`config.mk`:
```
export PLATFORM = sky130hd
export DESIGN_NAME = uart_device_core
export DESIGN_NICKNAME = d
export VERILOG_FILES = /design/src/rtl/uart_device_core.sv
export SDC_FILE = /design/constraint.sdc
export NUM_CORES = 1
export LEC_CHECK = 0
export CORE_ASPECT_RATIO = 0.6
export CORE_MARGIN = 5
export CORE_UTILIZATION = 50
export DETAILED_ROUTE_END_ITERATION = 10
export GPL_ROUTABILITY_DRIVEN = 0
export PLACE_DENSITY = 0.71
export SYNTH_ARGS = -nofsm -noshare
export SYNTH_HDL_FRONTEND = slang
export SYNTH_SLANG_ARGS = --single-unit
```
`constraint.sdc`:
```
create_clock -name clk -period 5.11 [get_ports clk]
set_clock_uncertainty 0.1 [all_clocks]
set_input_delay 1.022 -clock clk [delete_from_list [all_inputs] [get_ports clk]]
set_output_delay 1.022 -clock clk [all_outputs]
set_load 0.01 [all_outputs]
```
`src/rtl/uart_device_core.sv`:
```
// uart_device_core: full-duplex UART device core, one serializer and one deserializer sharing
// one clock and a fixed clocks-per-bit divisor. No FIFOs: one byte in flight per direction.
//
// Optional feature macro: UART_PARITY_EN. Defined = one parity bit (even, or odd when
// PARITY_ODD = 1) follows the data bits and is checked on receive. Undefined = no parity bit,
// rx_parity_err is constant 0.
//
// Ports:
//   clk            system clock, all state updates on the rising edge
//   rst            synchronous active-high reset
//   tx_data        byte to send, captured on the tx_valid & tx_ready handshake
//   tx_valid       send request
//   tx_ready       TX idle, can accept a byte
//   tx             serial output, idles high
//   rx             serial input, asynchronous to clk
//   rx_data        last received byte, held until the next rx_valid
//   rx_valid       one-cycle pulse per completed frame
//   rx_parity_err  parity mismatch on the completed frame (qualified by rx_valid)
//   rx_frame_err   stop bit sampled low (qualified by rx_valid)
module uart_device_core #(
    parameter int unsigned CLK_DIV    = 16,
    parameter int unsigned DATA_WIDTH = 8,
    parameter int unsigned STOP_BITS  = 1,
    parameter int unsigned PARITY_ODD = 0
) (
    input  logic                  clk,
    input  logic                  rst,
    input  logic [DATA_WIDTH-1:0] tx_data,
    input  logic                  tx_valid,
    output logic                  tx_ready,
    output logic                  tx,
    input  logic                  rx,
    output logic [DATA_WIDTH-1:0] rx_data,
    output logic                  rx_valid,
    output logic                  rx_parity_err,
    output logic                  rx_frame_err
);

`ifdef UART_PARITY_EN
    localparam bit PAR_EN = 1'b1;
`else
    localparam bit PAR_EN = 1'b0;
`endif

    localparam int unsigned CNT_W = $clog2(CLK_DIV + 1);
    localparam int unsigned IDX_W = $clog2(DATA_WIDTH + 1);
    localparam logic [CNT_W-1:0] DIV_FULL  = CNT_W'(CLK_DIV);
    localparam logic [CNT_W-1:0] DIV_LAST  = CNT_W'(CLK_DIV - 1);
    localparam logic [CNT_W-1:0] HALF_LAST = CNT_W'(CLK_DIV / 2 - 1);
    localparam logic [IDX_W-1:0] IDX_LAST  = IDX_W'(DATA_WIDTH - 1);
    localparam logic             STOP_LAST = 1'(STOP_BITS - 1);
    localparam logic             ODD       = 1'(PARITY_ODD);

    typedef enum logic [2:0] {StIdle, StStart, StData, StParity, StStop} state_t;

    // ---------------- transmitter ----------------
    state_t                  tx_state_q, tx_state_d;
    logic [CNT_W-1:0]        tx_cnt_q, tx_cnt_d;
    logic [IDX_W-1:0]        tx_idx_q, tx_idx_d;
    logic [DATA_WIDTH-1:0]   tx_shift_q, tx_shift_d;
    logic                    tx_par_q, tx_par_d;
    logic                    tx_stop_q, tx_stop_d;
    logic                    tx_line_q, tx_line_d;

    always_ff @(posedge clk) begin
        if (rst) begin
            tx_state_q <= StIdle;
            tx_cnt_q   <= '0;
            tx_idx_q   <= '0;
            tx_shift_q <= '0;
            tx_par_q   <= 1'b0;
            tx_stop_q  <= 1'b0;
            tx_line_q  <= 1'b1;
        end else begin
            tx_state_q <= tx_state_d;
            tx_cnt_q   <= tx_cnt_d;
            tx_idx_q   <= tx_idx_d;
            tx_shift_q <= tx_shift_d;
            tx_par_q   <= tx_par_d;
            tx_stop_q  <= tx_stop_d;
            tx_line_q  <= tx_line_d;
        end
    end

    // The accept edge only arms START; the line drops one edge later, so START runs
    // CLK_DIV+1 cycles while every later bit changes the line on its own state edge.
    always_comb begin
        tx_state_d = tx_state_q;
        tx_cnt_d   = tx_cnt_q;
        tx_idx_d   = tx_idx_q;
        tx_shift_d = tx_shift_q;
        tx_par_d   = tx_par_q;
        tx_stop_d  = tx_stop_q;
        tx_line_d  = tx_line_q;
        case (tx_state_q)
            StIdle: begin
                if (tx_valid) begin
                    tx_state_d = StStart;
                    tx_cnt_d   = '0;
                    tx_shift_d = tx_data;
                    tx_par_d   = (^tx_data) ^ ODD;
                end
            end
            StStart: begin
                if (tx_cnt_q == DIV_FULL) begin
                    tx_state_d = StData;
                    tx_cnt_d   = '0;
                    tx_idx_d   = '0;
                    tx_line_d  = tx_shift_q[0];
                end else begin
                    tx_cnt_d  = tx_cnt_q + 1'b1;
                    tx_line_d = 1'b0;
                end
            end
            StData: begin
                if (tx_cnt_q == DIV_LAST) begin
                    tx_cnt_d = '0;
                    if (tx_idx_q == IDX_LAST) begin
                        if (PAR_EN) begin
                            tx_state_d = StParity;
                            tx_line_d  = tx_par_q;
                        end else begin
                            tx_state_d = StStop;
                            tx_stop_d  = 1'b0;
                            tx_line_d  = 1'b1;
                        end
                    end else begin
                        tx_idx_d   = tx_idx_q + 1'b1;
                        tx_shift_d = tx_shift_q >> 1;
                        tx_line_d  = tx_shift_q[1];
                    end
                end else begin
                    tx_cnt_d = tx_cnt_q + 1'b1;
                end
            end
            StParity: begin
                if (tx_cnt_q == DIV_LAST) begin
                    tx_cnt_d   = '0;
                    tx_state_d = StStop;
                    tx_stop_d  = 1'b0;
                    tx_line_d  = 1'b1;
                end else begin
                    tx_cnt_d = tx_cnt_q + 1'b1;
                end
            end
            StStop: begin
                if (tx_cnt_q == DIV_LAST) begin
                    tx_cnt_d = '0;
                    if (tx_stop_q == STOP_LAST) begin
                        tx_state_d = StIdle;
                    end else begin
                        tx_stop_d = 1'b1;
                    end
                end else begin
                    tx_cnt_d = tx_cnt_q + 1'b1;
                end
            end
            default: tx_state_d = StIdle;
        endcase
    end

    assign tx_ready = (tx_state_q == StIdle);
    assign tx       = tx_line_q;

    // ---------------- receiver ----------------
    logic [1:0]              sync_q;
    logic                    rx_s;
    state_t                  rx_state_q, rx_state_d;
    logic [CNT_W-1:0]        rx_cnt_q, rx_cnt_d;
    logic [IDX_W-1:0]        rx_idx_q, rx_idx_d;
    logic [DATA_WIDTH-1:0]   rx_shift_q, rx_shift_d;
    logic                    rx_par_q, rx_par_d;
    logic [DATA_WIDTH-1:0]   rx_data_q, rx_data_d;
    logic                    rx_valid_q, rx_valid_d;
    logic                    rx_perr_q, rx_perr_d;
    logic                    rx_ferr_q, rx_ferr_d;

    assign rx_s = sync_q[1];

    always_ff @(posedge clk) begin
        if (rst) begin
            sync_q     <= 2'b11;
            rx_state_q <= StIdle;
            rx_cnt_q   <= '0;
            rx_idx_q   <= '0;
            rx_shift_q <= '0;
            rx_par_q   <= 1'b0;
            rx_data_q  <= '0;
            rx_valid_q <= 1'b0;
            rx_perr_q  <= 1'b0;
            rx_ferr_q  <= 1'b0;
        end else begin
            sync_q     <= {sync_q[0], rx};
            rx_state_q <= rx_state_d;
            rx_cnt_q   <= rx_cnt_d;
            rx_idx_q   <= rx_idx_d;
            rx_shift_q <= rx_shift_d;
            rx_par_q   <= rx_par_d;
            rx_data_q  <= rx_data_d;
            rx_valid_q <= rx_valid_d;
            rx_perr_q  <= rx_perr_d;
            rx_ferr_q  <= rx_ferr_d;
        end
    end

    always_comb begin
        rx_state_d = rx_state_q;
        rx_cnt_d   = rx_cnt_q;
        rx_idx_d   = rx_idx_q;
        rx_shift_d = rx_shift_q;
        rx_par_d   = rx_par_q;
        rx_data_d  = rx_data_q;
        rx_valid_d = 1'b0;
        rx_perr_d  = rx_perr_q;
        rx_ferr_d  = rx_ferr_q;
        case (rx_state_q)
            StIdle: begin
                if (!rx_s) begin
                    rx_state_d = StStart;
                    rx_cnt_d   = '0;
                end
            end
            StStart: begin
                // Half a bit in: a line that is high again was only a glitch.
                if (rx_cnt_q == HALF_LAST) begin
                    rx_cnt_d   = '0;
                    rx_idx_d   = '0;
                    rx_state_d = rx_s ? StIdle : StData;
                end else begin
                    rx_cnt_d = rx_cnt_q + 1'b1;
                end
            end
            StData: begin
                if (rx_cnt_q == DIV_LAST) begin
                    rx_cnt_d   = '0;
                    rx_shift_d = {rx_s, rx_shift_q[DATA_WIDTH-1:1]};
                    if (rx_idx_q == IDX_LAST) begin
                        rx_state_d = PAR_EN ? StParity : StStop;
                    end else begin
                        rx_idx_d = rx_idx_q + 1'b1;
                    end
                end else begin
                    rx_cnt_d = rx_cnt_q + 1'b1;
                end
            end
            StParity: begin
                if (rx_cnt_q == DIV_LAST) begin
                    rx_cnt_d   = '0;
                    rx_par_d   = rx_s;
                    rx_state_d = StStop;
                end else begin
                    rx_cnt_d = rx_cnt_q + 1'b1;
                end
            end
            StStop: begin
                // Back to IDLE right at the stop midpoint so the next start can be caught early.
                if (rx_cnt_q == DIV_LAST) begin
                    rx_cnt_d   = '0;
                    rx_state_d = StIdle;
                    rx_data_d  = rx_shift_q;
                    rx_valid_d = 1'b1;
                    rx_ferr_d  = ~rx_s;
                    rx_perr_d  = PAR_EN & (rx_par_q != ((^rx_shift_q) ^ ODD));
                end else begin
                    rx_cnt_d = rx_cnt_q + 1'b1;
                end
            end
            default: rx_state_d = StIdle;
        endcase
    end

    assign rx_data       = rx_data_q;
    assign rx_valid      = rx_valid_q;
    assign rx_parity_err = rx_perr_q;
    assign rx_frame_err  = rx_ferr_q;

endmodule

```
==> flow_metrics.tcl <==
set metrics [dict create \
    nets 334 \
    grt_pass1_vias 2021 \
    die_h_um 66.62 \
    clock.fmax_mhz 333.8 \
    synth_edf_count 0 \
    power_frac_comb_pct 6.5 \
    worst-r2r-cell-count 4 \
    yosysTopAreaCell "dfxtp_1" \
    p_clk_share_pct 38.7 \
    antenna_cells 0 \
    wirelength_um 5403 \
    outcome "complete, no violations" \
    finalSetupViolCount 0 \
    rrSetupSlack_ns 2.79 \
    dpl.hpwl_um 3612 \
    hold_buffers 0 \
    p_leak_nw 1.178 \
    clkSlewWorstSetupHoldPaths_ns 0.10 \
    slowest_stage "clkdlybuf4s50_1" \
    grt_pass1_wl_um 9591 \
    core_um2 5130 \
    final_area_um2 3009 \
    worstPathRequired_ns 3.99 \
    cts.sinks 53 \
    hold_path_end "sync_q[1]" \
    drtPass1Iterations 4 \
    clk_latency_ns 0.31 \
    wl_per_cell_um 14.18 \
    post-place-ws_ns 2.301 \
    path_class "reg2out" \
    clockBufferDepth 2 \
    drc 0 \
    synth_most_common_cell "dfxtp_1" \
    rr_startpoint "tx_state_q[2]" \
    fin_cells 381 \
    synth_fp_nets 323 \
    fin_crit_ns 2.996 \
    drive_gt1_share_pct 6.349 \
    critPathLaunchType "register" \
    cts_tree "yes" \
    holdCritStartpoint "sync_q[0]" \
    synth_flop_cell "dfxtp_1" \
    rsz0062_at_grt "no" \
    syn2layout_area_growth_pct 12.65 \
    synth_seq_cells 53 \
    drt_iter0_drc 137 \
    viasPerCell 5.685 \
    nFillCells 455 \
    die_w_um 104.4 \
    postCtsSetupBuffers 0 \
    grt_use_total_pct 16.74 \
    power.internal_mw 0.5955 \
    synth_top_cell_area_share_pct 39.72 \
    worstSetupEndpointType "output pin" \
    post-route-util_pct 58.66 \
    finalCritPeriodShare_pct 58.63 \
    async_flop_share_pct 0 \
    switchingPower_mw 0.1887 \
    whs_path_depth 1 \
    cts_root_buffer "clkbuf_8" \
    setup-tns-final_ns 0 \
    hp-class "reg2reg" \
    place_area_um2 2893 \
    ys_seq_area_share_pct 39.72 \
    ios 25 \
    pwr-share-seq_pct 54.8 \
    antenna_found_initial 0 \
    peakVddDrop_v 0.0001489 \
    worstReg2RegEnd "tx_idx_q[3]" \
    synthCells 303 \
    vias 2166 \
    setup_ws_ns 2.114 \
    hold_viol_final 0 \
    avgSynthCellArea_um2 8.816 \
    num_rows 20 \
    gr-total-overflow 0 \
    start_util_pct 52.07 \
    maxSlewHeadroom_pct 37.65 \
    synth_warnings 0 \
    die_area_um2 6952 \
    slowest_delay_ns 0.55 \
    ctsResizeCount 0 \
    p_per_area_nw_per_um2 260.6 \
    synth_area_um2 2671 \
    grt_max_degree 52 \
    worstPathArrival_ns 1.87 \
    synth_cell_type_count 51 \
    yosys-top-cells-count "53 x dfxtp_1, 32 x nor2_1, 28 x mux2i_1" \
    p_total_mw 0.7842 \
    cts_made_buffers 5 \
    maxCapViolations 0 \
    postRouteAntennaNets 0 \
    path_cells "or3_1 > inv_1 > clkdlybuf4s50_1" \
    htree_levels 2 \
    synth.top_cells.by_area "dfxtp_1 40%, mux2i_1 10%, nor2_1 4.5%" \
    cp_max_fo 14 \
    tightestPinTransition_ns 0.9319 \
    whs_ns 0.3167 \
    drv_slew 0 \
    dp.cells 373 \
    io_buffers 23 \
    p_sw_share_pct 24.06 \
]
-- worst max path at each step --
stage | from | slack, ns | depth (start not counted) | endpoint
floorplan | tx_state_q[0] | 3.01 | 3 | tx_ready
CTS | tx_state_q[2] | 2.11 | 3 | tx_ready
global placement | tx_valid | 2.38 | 5 | tx_shift_q[2]
detailed placement | tx_valid | 2.30 | 5 | tx_shift_q[6]
finish | tx_state_q[2] | 2.11 | 3 | tx_ready
global route | tx_state_q[2] | 2.03 | 3 | tx_ready
-- critical path: cells and delay by family (launching register included) --
family	cells	cell delay, ns
buf+inv	2	0.65
flops	1	0.45
simple gates	1	0.46
-- metal layers --
layer | wire [µm] | track usage [%] | vias to the layer above | part of all wire, %
met2 | 2013 | 23.03 | 62 | 37
met1 | 3012 | 25.18 | 977 | 56
met4 | 55 | 4.523 | 0 | 1.0
li1 | - | - | 1120 | -
met3 | 322 | 4.550 | 7 | 6.0
met5 | 0 | 0 | - | 0
-- cell families (layout without fill, tap and decap cells) --
logic type | count (synthesis) | in the layout | synth area share, %
DFF | 53 | 53 | 39.72
and+or+nand+nor | 105 | 105 | 21.87
AOI/OAI and AO/OA | 74 | 74 | 18.08
muxes | 29 | 29 | 10.91
xor gates and xnor gates | 1 | 1 | 0.3279
adders and majority gates | 8 | 8 | 3.747
buffers and inverters | 32 | 44 | 5.199
other | 1 | 1 | 0.1404
-- cell usage in the layout, fill, tap and decap left out, types with 4 or more instances in the layout --
cell type	count
a21oi_1	21
a311oi_1	9
a32oi_1	4
clkbuf_8	5
clkdlybuf4s50_1	22
dfxtp_1	53
ha_1	8
inv_1	12
mux2i_1	28
nand2_1	10
nand2b_1	7
nand3_1	10
nand3b_1	6
nor2_1	32
nor2b_1	4
nor3_1	5
o21ai_0	16
or2_2	5
or3_1	4
-- power by group through the flow --
stage          Combinational, mW  Clock, mW  Sequential [mW]
2_1_floorplan             0.0365          0            0.436
3_3_place_gp              0.0503          0            0.439
3_5_place_dp              0.0510          0            0.439
4_1_cts                   0.0512      0.311            0.429
5_1_grt                   0.0578      0.331            0.431
6_report                  0.0512      0.303            0.430
-- registers in the layout, summed over array words and instances (netlist names) --
signal        cells
rx_data           8
rx_shift_q        8
tx_shift_q        8
rx_cnt_q          5
tx_cnt_q          5
rx_idx_q          4
tx_idx_q          4
rx_state_q        3
tx_state_q        3
sync_q            2
rx_frame_err      1
rx_valid          1
tx                1
-- area by class of cell --
| type | instances | area (µm²) | area share [%] |
|---|---|---|---|
| clock buffers | 5 | 68.82 | 2.287 |
| clock inverters | 3 | 47.55 | 1.580 |
| inverters | 12 | 45.04 | 1.497 |
| multi-input cells | 218 | 1471 | 48.90 |
| flip-flops and latches | 53 | 1061 | 35.26 |
| well taps | 66 | 82.58 | 2.744 |
| repair buffers | 24 | 232.7 | 7.734 |
Note: power is estimated with default switching activity, not from simulation.
